<file path="config.mk">
export PLATFORM = sky130hd
export DESIGN_NAME = vga_scaled_driver
export DESIGN_NICKNAME = d
export VERILOG_FILES = /design/src/rtl/vga_pkg.sv /design/src/rtl/vga_delay_line.sv /design/src/rtl/vga_scaled_driver.sv
export SDC_FILE = /design/constraint.sdc
export NUM_CORES = 1
export LEC_CHECK = 0
export ABC_CLOCK_PERIOD_IN_PS = 2300
export BUFFER_PORTS_ARGS = -buffer_cell sky130_fd_sc_hd__clkbuf_2
export CORE_UTILIZATION = 50
export CTS_CLUSTER_SIZE = 8
export DETAILED_ROUTE_END_ITERATION = 12
export PLACE_DENSITY = 0.75
export SYNTH_ARGS = -nofsm -noshare
export SYNTH_HDL_FRONTEND = slang
export SYNTH_SLANG_ARGS = --single-unit
</file>
<file path="constraint.sdc">
create_clock -name clk -period 2.3 [get_ports clk]
set_input_delay 0 -clock clk [delete_from_list [all_inputs] [get_ports clk]]
set_output_delay 0 -clock clk [all_outputs]
set_load 0.1 [all_outputs]
</file>
<file path="src/rtl/vga_pkg.sv">
// Shared VGA definitions: pixel-replication scale enum, standard timing sets
// and the scale helpers used by the raster driver.
package vga_pkg;

  typedef enum logic [1:0] {
    SCALE_1X = 2'd0,
    SCALE_2X = 2'd1,
    SCALE_4X = 2'd2
  } scale_e;

  typedef struct packed {
    int unsigned h_active;
    int unsigned h_front;
    int unsigned h_sync;
    int unsigned h_back;
    int unsigned v_active;
    int unsigned v_front;
    int unsigned v_sync;
    int unsigned v_back;
  } vga_timing_t;

  localparam vga_timing_t TIMING_640X480_60  = '{640, 16, 96, 48, 480, 10, 2, 33};
  localparam vga_timing_t TIMING_800X600_60  = '{800, 40, 128, 88, 600, 1, 4, 23};
  localparam vga_timing_t TIMING_1024X768_70 = '{1024, 24, 136, 144, 768, 3, 6, 29};

  // Right-shift applied to the raster counters to get framebuffer coordinates.
  function automatic logic [1:0] scale_shift(input scale_e s);
    case (s)
      SCALE_2X: scale_shift = 2'd1;
      SCALE_4X: scale_shift = 2'd2;
      default:  scale_shift = 2'd0;
    endcase
  endfunction

  // Raw select to scale; the reserved encoding falls back to 1x.
  function automatic scale_e scale_decode(input logic [1:0] sel);
    case (sel)
      2'd1:    scale_decode = SCALE_2X;
      2'd2:    scale_decode = SCALE_4X;
      default: scale_decode = SCALE_1X;
    endcase
  endfunction

endpackage

</file>
<file path="src/rtl/vga_delay_line.sv">
// Fixed-depth shift register that resets every stage to RESET_VAL.
// Ports: clk, rst_n (async active-low), d (WIDTH in), q (d delayed DEPTH clocks).
// DEPTH = 0 degenerates to a wire.
module vga_delay_line #(
  parameter int               WIDTH     = 1,
  parameter int               DEPTH     = 1,
  parameter logic [WIDTH-1:0] RESET_VAL = '0
) (
  input  logic             clk,
  input  logic             rst_n,
  input  logic [WIDTH-1:0] d,
  output logic [WIDTH-1:0] q
);

  if (DEPTH == 0) begin : g_wire
    assign q = d;
  end else begin : g_regs
    logic [WIDTH-1:0] stage_q [DEPTH];
    logic [WIDTH-1:0] stage_d [DEPTH];

    always_comb begin
      stage_d[0] = d;
      for (int i = 1; i < DEPTH; i++) stage_d[i] = stage_q[i-1];
    end

    // NOTE: every stage is reset because its contents drive sync pins straight
    // after reset; a deep storage array would normally be left unreset.
    always_ff @(posedge clk or negedge rst_n) begin
      if (!rst_n) begin
        for (int i = 0; i < DEPTH; i++) stage_q[i] <= RESET_VAL;
      end else begin
        // NOTE: non-blocking so each stage captures its neighbour's old value.
        for (int i = 0; i < DEPTH; i++) stage_q[i] <= stage_d[i];
      end
    end

    assign q = stage_q[DEPTH-1];
  end

endmodule

</file>
<file path="src/rtl/vga_scaled_driver.sv">
// VGA raster generator with runtime pixel replication (1x/2x/4x).
// Ports: clk/rst_n; scale_sel in, scale_cur out; px_x/px_y/px_req/frame_start/
// line_start coordinate interface; vga_*_in colour returned FETCH_LAT clocks
// after px_req; vga_*_out, vga_clk, vga_blank_n, vga_sync_n, vga_hs, vga_vs
// DAC pins, all aligned FETCH_LAT+1 clocks after the coordinate stage.
module vga_scaled_driver
  import vga_pkg::*;
#(
  parameter int H_ACTIVE    = 1024,
  parameter int H_FRONT     = 24,
  parameter int H_SYNC      = 136,
  parameter int H_BACK      = 144,
  parameter int V_ACTIVE    = 768,
  parameter int V_FRONT     = 3,
  parameter int V_SYNC      = 6,
  parameter int V_BACK      = 29,
  parameter bit HS_POL      = 1'b0,
  parameter bit VS_POL      = 1'b0,
  parameter int COLOR_DEPTH = 8,
  parameter int FETCH_LAT   = 2
) (
  input  logic                          clk,
  input  logic                          rst_n,
  input  logic [1:0]                    scale_sel,
  output logic [1:0]                    scale_cur,
  output logic [$clog2(H_ACTIVE)-1:0]   px_x,
  output logic [$clog2(V_ACTIVE)-1:0]   px_y,
  output logic                          px_req,
  output logic                          frame_start,
  output logic                          line_start,
  input  logic [COLOR_DEPTH-1:0]        vga_r_in,
  input  logic [COLOR_DEPTH-1:0]        vga_g_in,
  input  logic [COLOR_DEPTH-1:0]        vga_b_in,
  output logic [COLOR_DEPTH-1:0]        vga_r_out,
  output logic [COLOR_DEPTH-1:0]        vga_g_out,
  output logic [COLOR_DEPTH-1:0]        vga_b_out,
  output logic                          vga_clk,
  output logic                          vga_blank_n,
  output logic                          vga_sync_n,
  output logic                          vga_hs,
  output logic                          vga_vs
);

  localparam int H_TOTAL = H_ACTIVE + H_FRONT + H_SYNC + H_BACK;
  localparam int V_TOTAL = V_ACTIVE + V_FRONT + V_SYNC + V_BACK;
  localparam int HW = $clog2(H_TOTAL);
  localparam int VW = $clog2(V_TOTAL);
  localparam int XW = $clog2(H_ACTIVE);
  localparam int YW = $clog2(V_ACTIVE);

  localparam logic [HW-1:0] H_LAST    = HW'(H_TOTAL - 1);
  localparam logic [VW-1:0] V_LAST    = VW'(V_TOTAL - 1);
  localparam logic [HW-1:0] H_ACT     = HW'(H_ACTIVE);
  localparam logic [VW-1:0] V_ACT     = VW'(V_ACTIVE);
  localparam logic [HW-1:0] HS_START  = HW'(H_ACTIVE + H_FRONT);
  localparam logic [HW-1:0] HS_END    = HW'(H_ACTIVE + H_FRONT + H_SYNC);
  localparam logic [VW-1:0] VS_START  = VW'(V_ACTIVE + V_FRONT);
  localparam logic [VW-1:0] VS_END    = VW'(V_ACTIVE + V_FRONT + V_SYNC);

  if (FETCH_LAT < 0 || FETCH_LAT > 8 || H_FRONT == 0 || H_SYNC == 0 || H_BACK == 0 ||
      V_FRONT == 0 || V_SYNC == 0 || V_BACK == 0) begin : g_param_check
    $fatal(1, "vga_scaled_driver: FETCH_LAT must be 0..8 and porch/sync widths non-zero");
  end

  // Raster counters, frame scale and coordinate stage.
  logic [HW-1:0] h_q, h_d;
  logic [VW-1:0] v_q, v_d;
  scale_e        scale_q, scale_d;
  logic [XW-1:0] px_x_q, px_x_d;
  logic [YW-1:0] px_y_q, px_y_d;
  logic          px_req_q, px_req_d;
  logic          frame_start_q, frame_start_d;
  logic          line_start_q, line_start_d;
  logic          hs_c_q, hs_c_d;
  logic          vs_c_q, vs_c_d;
  logic [1:0]    shift;
  logic          last_h, last_v, active;

  always_comb begin
    // NOTE: every output of this block gets a default first, so the px_x/px_y
    // hold below is a register feedback path rather than an inferred latch.
    h_d     = h_q + HW'(1);
    v_d     = v_q;
    scale_d = scale_q;
    px_x_d  = px_x_q;
    px_y_d  = px_y_q;
    shift   = scale_shift(scale_q);

    last_h = (h_q == H_LAST);
    last_v = (v_q == V_LAST);
    active = (h_q < H_ACT) && (v_q < V_ACT);

    if (last_h) begin
      h_d = '0;
      v_d = last_v ? '0 : v_q + VW'(1);
      // Scale changes only on the final clock of a frame so no frame mixes scales.
      if (last_v) scale_d = scale_decode(scale_sel);
    end

    if (active) begin
      px_x_d = XW'(h_q >> shift);
      px_y_d = YW'(v_q >> shift);
    end

    px_req_d      = active;
    frame_start_d = (h_q == '0) && (v_q == '0);
    line_start_d  = (h_q == '0);
    hs_c_d        = (h_q >= HS_START && h_q < HS_END) ? HS_POL : ~HS_POL;
    vs_c_d        = (v_q >= VS_START && v_q < VS_END) ? VS_POL : ~VS_POL;
  end

  always_ff @(posedge clk or negedge rst_n) begin
    if (!rst_n) begin
      h_q           <= '0;
      v_q           <= '0;
      scale_q       <= SCALE_1X;
      px_x_q        <= '0;
      px_y_q        <= '0;
      px_req_q      <= 1'b0;
      frame_start_q <= 1'b0;
      line_start_q  <= 1'b0;
      hs_c_q        <= ~HS_POL;
      vs_c_q        <= ~VS_POL;
    end else begin
      h_q           <= h_d;
      v_q           <= v_d;
      scale_q       <= scale_d;
      px_x_q        <= px_x_d;
      px_y_q        <= px_y_d;
      px_req_q      <= px_req_d;
      frame_start_q <= frame_start_d;
      line_start_q  <= line_start_d;
      hs_c_q        <= hs_c_d;
      vs_c_q        <= vs_c_d;
    end
  end

  // FETCH_LAT stages here plus the pin register below give FETCH_LAT+1 total,
  // so delayed active lines up with colour arriving from the fetch path.
  logic [2:0] dly_out;

  vga_delay_line #(
    .WIDTH     (3),
    .DEPTH     (FETCH_LAT),
    .RESET_VAL ({~HS_POL, ~VS_POL, 1'b0})
  ) u_align (
    .clk   (clk),
    .rst_n (rst_n),
    .d     ({hs_c_q, vs_c_q, px_req_q}),
    .q     (dly_out)
  );

  // DAC pin register.
  logic                   hs_q, hs_d, vs_q, vs_d, blank_n_q, blank_n_d;
  logic [COLOR_DEPTH-1:0] r_q, r_d, g_q, g_d, b_q, b_d;

  always_comb begin
    hs_d      = dly_out[2];
    vs_d      = dly_out[1];
    blank_n_d = dly_out[0];
    r_d       = dly_out[0] ? vga_r_in : '0;
    g_d       = dly_out[0] ? vga_g_in : '0;
    b_d       = dly_out[0] ? vga_b_in : '0;
  end

  always_ff @(posedge clk or negedge rst_n) begin
    if (!rst_n) begin
      hs_q      <= ~HS_POL;
      vs_q      <= ~VS_POL;
      blank_n_q <= 1'b0;
      r_q       <= '0;
      g_q       <= '0;
      b_q       <= '0;
    end else begin
      hs_q      <= hs_d;
      vs_q      <= vs_d;
      blank_n_q <= blank_n_d;
      r_q       <= r_d;
      g_q       <= g_d;
      b_q       <= b_d;
    end
  end

  assign scale_cur   = scale_q;
  assign px_x        = px_x_q;
  assign px_y        = px_y_q;
  assign px_req      = px_req_q;
  assign frame_start = frame_start_q;
  assign line_start  = line_start_q;
  assign vga_r_out   = r_q;
  assign vga_g_out   = g_q;
  assign vga_b_out   = b_q;
  assign vga_blank_n = blank_n_q;
  assign vga_hs      = hs_q;
  assign vga_vs      = vs_q;
  assign vga_sync_n  = 1'b0;
  // DAC samples on the falling pixel-clock edge, mid-way through each pixel.
  assign vga_clk     = ~clk;

endmodule

</file>
# Yosys cells after proc, flatten, opt, wreduce, memory -nomap -nowiden

Index checks and enable logic that the tools add are counted.

Word-level logic and storage cells: 51
Input port bits: 28
Register bits: 81

Shift-type cells: 2
Multiplexer cells: 9
Bitwise operators: 1
$lt $le $gt $ge: 6
Reduce and logical (&&, ||, !) cells: 7
Equality and inequality tests: 6
Add/sub/neg operators: 2

Operator list:

| cell                                                            | count |
|---|---|
| 8-bit 2-to-1 mux                                                | 3 |
| 11-bit < comparator, second input constant                      | 2 |
| 10-bit < comparator, second input constant                      | 2 |
| 11-bit by 1-bit adder with 11-bit output, second input constant | 1 |
| 11-bit == test, second input constant                           | 1 |
| 11-bit greater-or-equal comparator, second input constant       | 1 |
| 11-bit logical NOT                                              | 1 |
| 11-bit 2-to-1 mux                                               | 1 |
| 11-bit by 2-bit >> shifter with 10-bit output                   | 1 |
| 10-bit by 1-bit adder with 10-bit output, second input constant | 1 |
| 10-bit == test, second input constant                           | 1 |
| 10-bit greater-or-equal comparator, second input constant       | 1 |
| 10-bit logical NOT                                              | 1 |
| 10-bit 2-to-1 mux                                               | 1 |
| 10-bit by 2-bit >> shifter with 10-bit output                   | 1 |
| 2-bit one-hot mux with 2 select lines                           | 2 |
| 2-bit by 1-bit == test with 1-bit output, second input constant | 2 |
| 2-bit == test, second input constant                            | 2 |
| 1-bit logical AND                                               | 4 |
| 1-bit 2-to-1 mux                                                | 2 |
| 2-bit AND reduction                                             | 1 |
| 1-bit NOT                                                       | 1 |

# Longest topological paths before layout

Gate-level depths: netlist of run 1.

Depth in word-level cells: 3
Mapped depth: 7
Gate-level depth less buffers: 6

# By module

From an unflattened synthesis of run 1, not the netlist that was laid out.

Cell total of the unflattened synthesis: 346
Area, all modules: 3624.7 um^2

By module, submodules not included:

| module            | instances | area an instance (um^2) | cells an instance |
|---|---|---|---|
| vga_scaled_driver | 1         | 3469.6                  | 340 |
| vga_delay_line    | 1         | 155.1                   | 6 |

==> results of run 1 <==
## Yosys cell counts, types with 2 or more instances
master,count
sky130_fd_sc_hd__nor3_1,7
sky130_fd_sc_hd__nand3_1,5
sky130_fd_sc_hd__buf_4,7
sky130_fd_sc_hd__o21ai_0,19
sky130_fd_sc_hd__o31ai_1,9
sky130_fd_sc_hd__and3_2,2
sky130_fd_sc_hd__xnor2_1,3
sky130_fd_sc_hd__nor4_1,3
sky130_fd_sc_hd__nor2_1,34
sky130_fd_sc_hd__ha_1,6
sky130_fd_sc_hd__nand4_1,10
sky130_fd_sc_hd__a21oi_1,15
sky130_fd_sc_hd__and4_1,2
sky130_fd_sc_hd__and2_1,25
sky130_fd_sc_hd__o22ai_1,9
sky130_fd_sc_hd__clkbuf_8,3
sky130_fd_sc_hd__and3_1,4
sky130_fd_sc_hd__a22o_1,2
sky130_fd_sc_hd__xor2_1,10
sky130_fd_sc_hd__inv_1,9
sky130_fd_sc_hd__mux2i_1,2
sky130_fd_sc_hd__nor2b_1,7
sky130_fd_sc_hd__clkbuf_1,12
sky130_fd_sc_hd__nand2b_1,3
sky130_fd_sc_hd__buf_6,3
sky130_fd_sc_hd__mux2_2,3
sky130_fd_sc_hd__nand2_1,25
sky130_fd_sc_hd__buf_2,3
sky130_fd_sc_hd__dfstp_2,8
sky130_fd_sc_hd__dfrtp_1,73
## timing repair
item / CTS / global route
endpoints found under the hold margin: 97 / 0
endpoints found under the setup margin: 0 / 0
hold buffers: 25 / 0
## per-layer routing
layer / vias to the layer above / part of all wire / global-route usage
li1: 1350 / - / -
met1: 1350 / 0.44 / 0.300
met2: 105 / 0.47 / 0.381
met3: 19 / 0.064 / 0.0635
met4: 0 / 0.026 / 0.109
met5: - / 0 / 0
## registers in the layout, summed over array words and instances, names as in the netlist
name                    count
vs_c_q                      1
vga_blank_n                 1
vga_hs                      1
u_align.g_regs.stage_d      3
scale_cur                   2
line_start                  1
h_q                        11
vga_vs                      1
u_align.q                   3
px_y                       10
px_x                       10
vga_r_out                   8
v_q                        10
hs_c_q                      1
px_req                      1
vga_g_out                   8
vga_b_out                   8
frame_start                 1
## through the flow
stage	total power (µW)	std cells	hold slack, ns	cell area, µm²
finish	2920	535	0.0188	4450
global route	3030	535	0.0189	4450
CTS	2950	535	0.000706	4450
detailed placement	1900	494	0.218	4000
global placement	1890	494	0.216	4000
floorplan	1810	345	-0.296	3650
## kinds of logic (layout without fill, tap and decap cells)
logic type / Yosys count / after routing
and+or+nand+nor: 141 / 141
other: 1 / 1
adders and majority gates: 6 / 6
DFF: 81 / 81
xor gates and xnor gates: 13 / 13
AOI/OAI and AO/OA: 59 / 59
buffers and inverters: 39 / 133
muxes: 5 / 5
## path summary, 6_finish.rpt
path / from / endpoint / slack (ns) / cells after the start
worst max-delay path: clk / vga_clk / 0.32 / 4
worst min-delay path: scale_sel[0] / scale_cur[1] / 0.02 / 3
worst max register to register: h_q[0] / v_q[9] / 0.42 / 5
worst min register to register: u_align.q[1] / vga_vs / 0.36 / 0
max in group asynchronous: rst_n / h_q[1] / 1.31 / 2
min in group asynchronous: rst_n / vga_r_out[6] / 0.32 / 2
## power groups by stage
stage / clock network [µW] / registers, µW / logic (µW)
final: 1180 / 1450 / 296
after global routing: 1270 / 1450 / 310
after CTS: 1210 / 1450 / 295
after detailed placement: 159 / 1480 / 260
after global placement: 159 / 1480 / 258
after floorplan: 143 / 1640 / 23.8
## worst max-delay path, stage by stage
cell	delay, ns
sky130_fd_sc_hd__clkbuf_8	0.16
sky130_fd_sc_hd__clkbuf_8	0.17
sky130_fd_sc_hd__inv_1	0.05
sky130_fd_sc_hd__clkbuf_2	0.44
## layout by cell type (no fill, tap or decap), drive strengths merged, types with 2 or more instances in the layout
cell type     n
nand2b        3
xnor2         3
and3          6
nor3          7
nand2        25
o21ai        19
nor4          3
dlygate4sd3  25
nor2         36
a21oi        15
xor2         10
nand4        10
ha            6
nor2b         7
o31ai         9
mux2          3
buf           4
a22o          2
and4          4
clkbuf       90
dfrtp        73
dfstp         8
inv          13
mux2i         2
nand3         6
o22ai         9
and2         26
## final cells by class
cell class	instances	area, µm²	area share
repair buffers	107	671	0.151
clock buffers	12	168	0.0377
clock inverters	6	36.3	0.00816
inverters	8	30.0	0.00675
well taps	96	120	0.0270
flip-flops and latches	81	2040	0.458
multi-input cells	225	1390	0.311
==> PnR_summary.wiki, run 1 <==
{| class="wikitable"
! Metric !! Value
|-
| Largest net degree at the start of global routing || 82
|-
| Count of antenna-violating nets left after detailed routing || 0
|-
| Initial Util || 0.529
|-
| Adder-cell area share of the yosys netlist || 0.0206
|-
| Worst IR drop on VDD || 332 µV
|-
| Post-synth EDFFs || 0
|-
| Number of top-level design ports || 82
|-
| Clock power frac || 0.403
|-
| Result of the run || complete, no violations
|-
| Clk Latency, worst-skew pair || 0.35 ns
|-
| Die outline area || 7650 µm²
|-
| Max cap viols || 0
|-
| Net count after synthesis || 379
|-
| Register bit total from synthesis || 81
|-
| Synth top area cells || sky130_fd_sc_hd__dfrtp_1, sky130_fd_sc_hd__dfstp_2, sky130_fd_sc_hd__and2_1
|-
| Signal arrival time at the worst endpoint || 1.98 ns
|-
| Fraction of synthesis flops using an asynchronous set or reset pin || 1.00
|-
| Worst setup timing slack at the placement stage || 0.472 ns
|-
| Number of remaining DRC errors || 0
|-
| Antenna violations before repair || 0
|-
| Proportion of power drawn by flip-flops and latches || 0.496
|-
| Transition at the pin with the smallest max-transition slack || 0.996 ns
|-
| Global-route usage over all layers || 0.237
|-
| PostCTS Resize Cnt || 0
|-
| Number of violations reported at the end of detailed-routing iteration 0 || 133
|-
| Part of the Yosys area used for sequential elements || 0.558
|-
| Detail-routed net length per standard cell || 15.4 µm
|-
| Switching power as a share of total power || 0.310
|-
| Setup tns final || 0 ns
|-
| Number of antenna diodes || 0
|-
| Share of post-route cells with drive strength above 1 || 0.269
|-
| Cell count after synthesis || 345
|-
| Yosys top cell by area || sky130_fd_sc_hd__dfrtp_1
|-
| FILL cells || 549
|-
| Share of the synthesized area in the top cell type || 0.500
|-
| Row count || 30
|-
| First-pass GRT wire length || 13500 µm
|-
| Compound-cell area share of the yosys netlist || 0.0966
|-
| Headroom to the max-slew limit || 0.336
|-
| Unrepaired setup endpoints after global routing || no
|-
| Startpoint type of the worst setup path || clock port
|-
| Total Wirelength || 8260 µm
|-
| Syn Std Cell Area || 3650 µm²
|-
| Layout Skew || 0.00760 ns
|-
| Buffers from clock root to sink, at most || 2
|-
| CORE AREA || 6910 µm²
|-
| Die Span Y || 87.5 µm
|-
| Via-per-instance ratio || 5.28
|-
| TritonCTS clock tree || yes
|-
| Post-Route Utilization || 0.644
|-
| Total half-perimeter wirelength after legalization and detailed placement || 5220 µm
|-
| Routability Congestion || 0.906
|-
| Total leakage power || 0.00208 µW
|-
| Max Slew Vio Count || 0
|-
| Post-CTS clock slew at the launch and capture registers of the worst setup and hold paths || 0.08 ns
|-
| YS warnings || 0
|-
| Cell-internal power || 2020 µW
|-
| Leftover overflow at the end of global routing || 0
|-
| First-pass iteration count of the detailed router || 4
|-
| Crit path setup slack, layout || 0.321 ns
|-
| Worst setup EP type || output pin
|-
| Count of different cell masters after synthesis || 52
|-
| Multiplexer fraction of the synthesized cell area || 0.0147
|-
| Count of input and output buffers || 80
|-
| Synth Flop Type || sky130_fd_sc_hd__dfrtp_1
|-
| Power density of the placed cells || 658 nW/µm²
|-
| Number of setup violations in the final report || 0
|-
| Worst min-delay path category || in -> reg
|-
| Buffers inserted during post-CTS setup optimization || 0
|-
| CTS Root Cell || sky130_fd_sc_hd__clkbuf_8
|-
| Critical path start-end classification || clk -> out
|-
| Num CTS Buffers || 9
|-
| Xor-xnor portion of the synthesized cell area || 0.0312
|-
| Total net switching power || 906 µW
|-
| Overall die width || 87.5 µm
|-
| Count of final hold-check violations || 0
|-
| Dominant combinational cell family by area after synthesis || simple AND/OR/NAND/NOR gates
|-
| Critical-path maximum fanout || 14
|-
| Data required time of the critical path || 2.30 ns
|-
| Layout overhead on the synthesized area || 21.8%
|-
| Vias after detailed routing || 2824
|-
| Simple-Gate Fraction of Synth Area || 0.215
|-
| Mean Syn Cell Area || 10.6 µm²
|-
| Number of levels the H-tree was split into || 3
|-
| Power share of the combinational group || 0.101
|-
| Vias in the first global route || 2722
|-
| Layout net count || 468
|}
(Power assumes the default switching activity.)
==> run 2: changes to the inputs <==
--- a/config.mk
+++ b/config.mk
@@ -5,11 +5,13 @@
 export SDC_FILE = /design/constraint.sdc
 export NUM_CORES = 1
 export LEC_CHECK = 0
+export ABC_AREA = 1
 export ABC_CLOCK_PERIOD_IN_PS = 2300
 export BUFFER_PORTS_ARGS = -buffer_cell sky130_fd_sc_hd__clkbuf_2
 export CORE_UTILIZATION = 50
 export CTS_CLUSTER_SIZE = 8
 export DETAILED_ROUTE_END_ITERATION = 12
+export GPL_TIMING_DRIVEN = 0
 export PLACE_DENSITY = 0.75
 export SYNTH_ARGS = -nofsm -noshare
 export SYNTH_HDL_FRONTEND = slang
==> run 2 against run 1 <==
Compared with the run above:
- design area is 6.7% higher
- sequential power hardly changed
- sequential cell count stayed put
- via count is 18% higher
- clock skew is 0.0033 ns higher
- synthesized cell count is 25% higher
- area after synthesis is 1.1% higher
==> PnR_summary.wiki, run 2 <==
{| class="wikitable"
! Metric !! Value
|-
| Combined area of the multi-input logic cells || 1300 µm² (-5.9%)
|-
| Layout Skew || 0.0109 ns (+0.00329 ns)
|-
| Via-per-instance ratio || 5.12 (-3.1%)
|-
| Synth top area cells || sky130_fd_sc_hd__dfrtp_1, sky130_fd_sc_hd__nand2_1, sky130_fd_sc_hd__inv_1
|-
| Critical-path maximum fanout || 5 (-9)
|-
| Final hold slack || 0.0897 ns (+0.0710 ns)
|-
| Buffers from clock root to sink, at most || 2 (unchanged)
|-
| Net count after synthesis || 464 (+22%)
|-
| Clk Latency, worst-skew pair || 0.37 ns (+0.02 ns)
|-
| Cell count after synthesis || 430 (+25%)
|-
| Post-synth EDFFs || 0 (unchanged)
|-
| Die Span Y || 87.9 µm (+0.54%)
|-
| Share of the synthesized area in the top cell type || 0.495 (-0.00542)
|-
| Routability Congestion || 0.893 (-1.4%)
|-
| Worst IR drop on VDD || 296 µV (-11%)
|-
| Row count || 30 (unchanged)
|-
| Unrepaired setup endpoints after global routing || no
|-
| Fraction of synthesis flops using an asynchronous set or reset pin || 1.00 (unchanged)
|-
| First-pass iteration count of the detailed router || 5 (+1)
|-
| CTS Hold Bufs || 28 (+12%)
|-
| Headroom to the max-slew limit || 0.628 (+0.292)
|-
| Share of post-route cells with drive strength above 1 || 0.232 (-0.0364)
|-
| Worst min-delay path category || in -> async
|-
| Critical path cell sequence || ha_1, nand2_1, inv_1, nand2_1, nor2_1, nand2_1, nor2_2, nand3_1, dlygate4sd3_1, nand2_1
|-
| Max Slew Vio Count || 0 (unchanged)
|-
| Transition at the pin with the smallest max-transition slack || 0.560 ns (-0.436 ns)
|-
| Number of levels the H-tree was split into || 3 (unchanged)
|-
| Total leakage power || 0.00258 µW (+24%)
|-
| Yosys top cell by area || sky130_fd_sc_hd__dfrtp_1
|-
| Part of the Yosys area used for sequential elements || 0.552 (-0.00605)
|-
| Mean Syn Cell Area || 8.59 µm² (-19%)
|-
| Initial Util || 0.532 (+0.00291)
|-
| Total power draw || 3040 µW (+4.1%)
|-
| Max reg flops || 11 (unchanged)
|-
| Cell seen most often among critical-path stages || sky130_fd_sc_hd__nand2_1
|-
| Die outline area || 7730 µm² (+1.1%)
|-
| Result of the run || complete, no violations
|-
| Layout overhead on the synthesized area || 28.5%
|-
| Global-route usage over all layers || 0.260 (+0.0228)
|-
| Depth of the worst register-to-register path || 10 (+5)
|-
| Count of final hold-check violations || 0 (unchanged)
|-
| Post-CTS clock slew at the launch and capture registers of the worst setup and hold paths || 0.08 ns (about the same)
|-
| Setup tns final || 0 ns (unchanged)
|-
| Count of antenna-violating nets left after detailed routing || 0 (unchanged)
|-
| Vias after detailed routing || 3330 (+18%)
|-
| Antenna violations before repair || 0 (unchanged)
|-
| Num CTS Buffers || 9 (unchanged)
|-
| Top library cells by usage in the layout, fill and taps aside || sky130_fd_sc_hd__nand2_1, sky130_fd_sc_hd__clkbuf_2, sky130_fd_sc_hd__dfrtp_1, sky130_fd_sc_hd__inv_1, sky130_fd_sc_hd__o21ai_0
|-
| CTS Root Cell || sky130_fd_sc_hd__clkbuf_8
|-
| Commonest non-fill, non-tap cell in the layout || sky130_fd_sc_hd__nand2_1
|-
| YS warnings || 0 (unchanged)
|-
| Data required time of the critical path || 2.61 ns (+0.31 ns)
|-
| Overall die width || 87.9 µm (+0.54%)
|-
| Final period util || 0.917
|-
| Number of setup violations in the final report || 0 (unchanged)
|-
| Peak Freq || 0.474 GHz
|-
| Count of input and output buffers || 80 (unchanged)
|-
| Power density of the placed cells || 642 nW/µm² (-2.5%)
|-
| Most frequently used cell type in the post-synthesis netlist || sky130_fd_sc_hd__nand2_1
|-
| Total half-perimeter wirelength after legalization and detailed placement || 6020 µm (+15%)
|-
| Number of violations reported at the end of detailed-routing iteration 0 || 312 (+130%)
|-
| FILL cells || 522 (-4.9%)
|-
| Register bit total from synthesis || 81 (unchanged)
|-
| Buffers inserted during post-CTS setup optimization || 0 (unchanged)
|-
| Largest register by flop count || h_q
|-
| Total Wirelength || 9320 µm (+13%)
|-
| Number of remaining DRC errors || 0 (unchanged)
|-
| Time the worst path needs with I/O delays and setup || 2.11 ns
|-
| CORE AREA || 6940 µm² (+0.54%)
|-
| Number of antenna diodes || 0 (unchanged)
|-
| TritonCTS clock tree || yes
|-
| PostCTS Resize Cnt || 0 (unchanged)
|-
| Detail-routed net length per standard cell || 14.3 µm (-7.3%)
|-
| First-pass GRT wire length || 15000 µm (+11%)
|-
| Count of different cell masters after synthesis || 30 (-42%)
|-
| Leftover overflow at the end of global routing || 0 (unchanged)
|-
| Max cap viols || 0 (unchanged)
|-
| Synth Flop Type || sky130_fd_sc_hd__dfrtp_1
|-
| Vias in the first global route || 3233 (+19%)
|-
| Largest net degree at the start of global routing || 61 (-26%)
|-
| Syn Std Cell Area || 3690 µm² (+1.1%)
|-
| Startpoint type of the worst setup path || flip-flop
|-
| Number of top-level design ports || 82 (unchanged)
|-
| Critical path start-end classification || reg -> reg
|-
| Sequential cell area || 2040 µm² (unchanged)
|-
| Library cell contributing the largest single delay on the critical path || sky130_fd_sc_hd__dlygate4sd3_1
|-
| Longest individual stage delay on the worst path || 0.56 ns (+0.12 ns)
|-
| Worst setup EP type || flip-flop
|-
| Signal arrival time at the worst endpoint || 2.42 ns (+0.44 ns)
|-
| Layout net count || 584 (+25%)
|-
| Cell types with the highest counts after synthesis || sky130_fd_sc_hd__nand2_1, sky130_fd_sc_hd__dfrtp_1, sky130_fd_sc_hd__inv_1, sky130_fd_sc_hd__o21ai_0, sky130_fd_sc_hd__nor2_1
|}
## run 2: cell types whose count changed after synthesis, sizes merged, moves of 6 or more
cell    previous run  this run
and2              26         1
nor2              36        42
o21ai             19        47
nor2b              7         0
o22ai              9         0
nand2             25       101
and3               6         0
o31ai              9         0
inv                9        66
clkbuf            16         6
nand3              6        28
## run 2: worst paths after layout
check / startpoint / to / slack (ns)
worst max-delay path: h_q[0] / scale_cur[1] / 0.19
worst min-delay path: rst_n / vga_b_out[6] / 0.09
worst max register to register: h_q[0] / scale_cur[1] / 0.19
worst min register to register: u_align.q[2] / vga_hs / 0.36
max in group asynchronous: rst_n / u_align.g_regs.stage_d[2] / 1.57
min in group clk: u_align.q[2] / vga_hs / 0.36
## run 2: area by class of cell
class,instances,share of cell area
flip-flops and latches,81,0.429
multi-input cells,266,0.275
repair buffers,108,0.149
inverters,65,0.0514
clock buffers,13,0.0406
well taps,96,0.0253
plain buffers,17,0.0219
clock inverters,5,0.00817
## run 2: kinds of logic (layout without fill, tap and decap cells)
family,Yosys count,count (layout),synth area share
AND/OR/NAND/NOR,187,187,0.219
buffers and inverters,83,208,0.0952
flip-flops,81,81,0.552
AO/OA/AOI/OAI,63,63,0.0915
XOR/XNOR,9,9,0.0213
adder cells (fa/ha/maj),6,6,0.0203
other,1,1,0.00102
## run 2: per-layer routing
| metal | vias to the layer above | routed length, µm | global-route usage |
|---|---|---|---|
| li1 | 1586 | - | - |
| met1 | 1576 | 4110 | 0.325 |
| met2 | 147 | 4280 | 0.419 |
| met3 | 21 | 743 | 0.0773 |
| met4 | 0 | 189 | 0.116 |
| met5 | - | 0 | 0 |
## run 2: where the power goes
group / total (µW) / internal, µW / switching (µW) / leakage (µW)
clock network: 1280 / 581 / 702 / 0.000125
logic: 310 / 73.7 / 236 / 0.00146
registers: 1450 / 1440 / 6.76 / 0.000993
total: 3040 / 2100 / 945 / 0.00258
## run 2: stage by stage
stage	cell area, µm²	setup WS, ns	instances	utilization
after floorplan	3690	0.365	430	-
after global placement	4210	0.495	606	0.607
after detailed placement	4240	0.685	607	0.611
after CTS	4750	0.187	651	0.683
after global routing	4750	0.00270	651	0.683
final	4750	0.190	651	0.683
## run 2: worst max-delay path: cells and delay by family (launching register included)
kind                       cells  cell delay [ns]
and+or+nand+nor                7             0.78
DFF                            1             0.41
adders and majority gates      1             0.18
buffers and inverters          2             0.68
==> run 3: changes to the inputs <==
--- a/config.mk
+++ b/config.mk
@@ -15,4 +15,5 @@
 export PLACE_DENSITY = 0.75
 export SYNTH_ARGS = -nofsm -noshare
 export SYNTH_HDL_FRONTEND = slang
+export SYNTH_HIERARCHICAL = 1
 export SYNTH_SLANG_ARGS = --single-unit
==> run 3 against run 2 <==
Compared with the run above:
- design area decreased by 2.3%
- clock power decreased by 14%
- utilization decreased by 1.2 points
- worst hold slack improved by 0.038 ns
- sequential power about the same
- die area decreased by 1.6%
==> PnR_summary.wiki, run 3 <==
{| class="wikitable"
! Metric !! Value
|-
| Worst reg2reg endpoint || px_x[4]
|-
| Most frequently used cell type in the post-synthesis netlist || sky130_fd_sc_hd__nand2_1
|-
| Detail-routed net length per standard cell || 14.7 µm (+2.6%)
|-
| Count of input and output buffers || 80 (unchanged)
|-
| Buffers from clock root to sink, at most || 2 (unchanged)
|-
| Routability Congestion || 0.891 (-0.22%)
|-
| Unrepaired setup endpoints after global routing || no
|-
| Result of the run || complete, no violations
|-
| Cell seen most often among critical-path stages || sky130_fd_sc_hd__clkbuf_8
|-
| Cell types with the highest counts after synthesis || sky130_fd_sc_hd__nand2_1, sky130_fd_sc_hd__dfrtp_1, sky130_fd_sc_hd__inv_1, sky130_fd_sc_hd__nor2_1, sky130_fd_sc_hd__o21ai_0
|-
| Total leakage power || 0.00255 µW (-0.94%)
|-
| Global-route usage over all layers || 0.265 (+0.00453)
|-
| Worst IR drop on VDD || 318 µV (+7.1%)
|-
| Top library cells by usage in the layout, fill and taps aside || sky130_fd_sc_hd__nand2_1, sky130_fd_sc_hd__clkbuf_2, sky130_fd_sc_hd__dfrtp_1, sky130_fd_sc_hd__inv_1, sky130_fd_sc_hd__nor2_1
|-
| Worst setup EP type || output pin
|-
| Number of violations reported at the end of detailed-routing iteration 0 || 183 (-41%)
|-
| CORE AREA || 6910 µm² (-0.54%)
|-
| Critical path cell sequence || clkbuf_8, clkbuf_8, inv_1, clkbuf_2
|-
| Post-CTS clock slew at the launch and capture registers of the worst setup and hold paths || 0.08 ns (about the same)
|-
| Row count || 30 (unchanged)
|-
| Mean Syn Cell Area || 8.63 µm² (+0.51%)
|-
| Die Span Y || 87.2 µm (-0.78%)
|-
| Cell count after synthesis || 421 (-2.1%)
|-
| Data required time of the critical path || 2.30 ns (-0.31 ns)
|-
| Num CTS Buffers || 9 (unchanged)
|-
| Vias in the first global route || 3104 (-4.0%)
|-
| Critical-path maximum fanout || 15 (+10)
|-
| Count of different cell masters after synthesis || 32 (+6.7%)
|-
| Register bit total from synthesis || 81 (unchanged)
|-
| Fraction of synthesis flops using an asynchronous set or reset pin || 1.00 (unchanged)
|-
| Overall die width || 87.2 µm (-0.78%)
|-
| Number of remaining DRC errors || 0 (unchanged)
|-
| Signal arrival time at the worst endpoint || 1.99 ns (-0.43 ns)
|-
| Max cap viols || 0 (unchanged)
|-
| Buf+Inv Stages, Crit Path || 4 (+2)
|-
| Die outline area || 7610 µm² (-1.6%)
|-
| Transition at the pin with the smallest max-transition slack || 0.568 ns (+0.00721 ns)
|-
| Total power draw || 2870 µW (-5.8%)
|-
| Number of setup violations in the final report || 0 (unchanged)
|-
| Commonest non-fill, non-tap cell in the layout || sky130_fd_sc_hd__nand2_1
|-
| CP top delay family || buffers and inverters
|-
| Depth of the worst register-to-register path || 5 (-5)
|-
| CTS Root Cell || sky130_fd_sc_hd__clkbuf_8
|-
| Yosys top cell by area || sky130_fd_sc_hd__dfrtp_1
|-
| Longest individual stage delay on the worst path || 0.44 ns (-0.12 ns)
|-
| Initial Util || 0.526 (-0.00562)
|-
| Startpoint type of the worst setup path || clock port
|-
| Capturing instance or port of the critical path || vga_clk
|-
| Headroom to the max-slew limit || 0.623 (-0.00478)
|-
| Vias after detailed routing || 3228 (-3.1%)
|-
| Worst min-delay path category || in -> async
|-
| Synth top area cells || sky130_fd_sc_hd__dfrtp_1, sky130_fd_sc_hd__nand2_1, sky130_fd_sc_hd__inv_1
|-
| YS warnings || 6 (+6)
|-
| Count of final hold-check violations || 0 (unchanged)
|-
| Reg2Reg Launch Point || h_q[10]
|-
| Total half-perimeter wirelength after legalization and detailed placement || 6140 µm (+2.0%)
|-
| Share of post-route cells with drive strength above 1 || 0.236 (+0.00383)
|-
| Setup tns final || 0 ns (unchanged)
|-
| Layout overhead on the synthesized area || 27.6%
|-
| Internal reg-to-reg setup slack || 0.68 ns (+0.49 ns)
|-
| First-pass iteration count of the detailed router || 5 (unchanged)
|-
| Count of antenna-violating nets left after detailed routing || 0 (unchanged)
|-
| Number of antenna diodes || 0 (unchanged)
|-
| Post-synth EDFFs || 0 (unchanged)
|-
| Part of the Yosys area used for sequential elements || 0.561 (+0.00893)
|-
| Post-Route Utilization || 0.671 (-0.0120)
|-
| Layout Skew || 0.0106 ns (-0.000286 ns)
|-
| Largest net degree at the start of global routing || 63 (+3.3%)
|-
| Layout net count || 575 (-1.5%)
|-
| Leftover overflow at the end of global routing || 0 (unchanged)
|-
| Syn Std Cell Area || 3630 µm² (-1.6%)
|-
| Power density of the placed cells || 618 nW/µm² (-3.6%)
|-
| Clk Latency, worst-skew pair || 0.36 ns (about the same)
|-
| Largest register by flop count || h_q
|-
| Share of the synthesized area in the top cell type || 0.503 (+0.00801)
|-
| Synth Flop Type || sky130_fd_sc_hd__dfrtp_1
|-
| Critical path start-end classification || clk -> out
|-
| Beginning of the critical path || clk
|-
| Number of top-level design ports || 82 (unchanged)
|-
| Max reg flops || 11 (unchanged)
|-
| Via-per-instance ratio || 5.03 (-1.7%)
|-
| Library cell contributing the largest single delay on the critical path || sky130_fd_sc_hd__clkbuf_2
|-
| Cell count along the critical path || 4 (-6)
|-
| Number of levels the H-tree was split into || 3 (unchanged)
|-
| Net count after synthesis || 455 (-1.9%)
|-
| Total Wirelength || 9430 µm (+1.1%)
|-
| Antenna violations before repair || 0 (unchanged)
|-
| Max Slew Vio Count || 0 (unchanged)
|-
| TritonCTS clock tree || yes
|-
| First-pass GRT wire length || 15000 µm (about the same)
|}
-- run 3: changes by cell type after synthesis, moves of 2 or more --
cell and delta:
sky130_fd_sc_hd__o22ai_1 +6, sky130_fd_sc_hd__o311ai_0 -4, sky130_fd_sc_hd__inv_1 -5, sky130_fd_sc_hd__nand2_1 -7, sky130_fd_sc_hd__a21oi_1 +8, sky130_fd_sc_hd__nand4_1 +2, sky130_fd_sc_hd__nand3_1 +2, sky130_fd_sc_hd__o21ai_0 -10
sky130_fd_sc_hd__nor3_1 -4
-- run 3: how the worst min path moves through the flow --
stage,startpoint,end,cells after the start
floorplan,rst_n,frame_start,0
global placement,vga_b_in[3],vga_b_out[3],3
detailed placement,rst_n,vga_g_out[1],1
CTS,rst_n,vga_g_out[1],2
global route,rst_n,vga_r_out[0],2
finish,rst_n,vga_r_out[0],2
-- run 3: through the flow --
stage / setup slack (ns) / hold WS (ns) / instance area [µm²] / std cells
after floorplan: 0.412 / -0.296 / 3630 / 421
after global placement: 0.484 / 0.189 / 4150 / 597
after detailed placement: 0.685 / -0.0658 / 4180 / 598
after CTS: 0.302 / 0.0948 / 4640 / 642
after global routing: 0.293 / 0.142 / 4640 / 642
final: 0.315 / 0.128 / 4640 / 642
-- run 3: area by class of cell --
class,count,area [µm²]
Clock inverter,8,52.6
Inverter,60,225
Multi-Input combinational cell,262,1280
Sequential cell,81,2040
Tap cell,96,120
Timing Repair Buffer,108,706
Clock buffer,10,129
Buffer,17,90.1
Fill cell,555,2270
-- run 3: logic make-up (layout without fill, tap and decap cells) --
logic type / Yosys count / count (layout) / synth area share
fa+ha+maj: 6 / 6 / 0.0207
other cells: 1 / 1 / 0.00103
flops: 81 / 81 / 0.561
xor+xnor: 9 / 9 / 0.0217
simple gates: 182 / 182 / 0.215
compound gates: 64 / 64 / 0.0933
buf+inv: 78 / 203 / 0.0878
-- run 3: what timing repair did --
action / 4_1_cts / 5_1_grt
resized for setup: 0 / 0
setup buffers: 0 / 0
hold buffers: 28 / 0
hold endpoints to repair: 103 / 0
-- run 3: where the power goes --
part	total, µW	leakage (µW)	switching (µW)	internal (µW)
Combinational	311	0.00145	236	75.3
Clock	1100	0.000106	691	413
Sequential	1450	0.000993	6.70	1440
-- run 3: routing by layer --
layer | routed length [µm] | vias to the layer above | track usage
li1 | - | 1575 | -
met5 | 0 | - | 0
met2 | 4320 | 149 | 0.434
met3 | 764 | 20 | 0.0645
met1 | 4190 | 1484 | 0.339
met4 | 152 | 0 | 0.104
-- run 3: worst reg2reg max path, cell delays in order (launching register included) --
cell                       delay (ns)
sky130_fd_sc_hd__dfrtp_1         0.44
sky130_fd_sc_hd__inv_1           0.14
sky130_fd_sc_hd__nand2_1         0.12
sky130_fd_sc_hd__nor2_1          0.17
sky130_fd_sc_hd__clkbuf_1        0.47
sky130_fd_sc_hd__a21oi_1         0.16
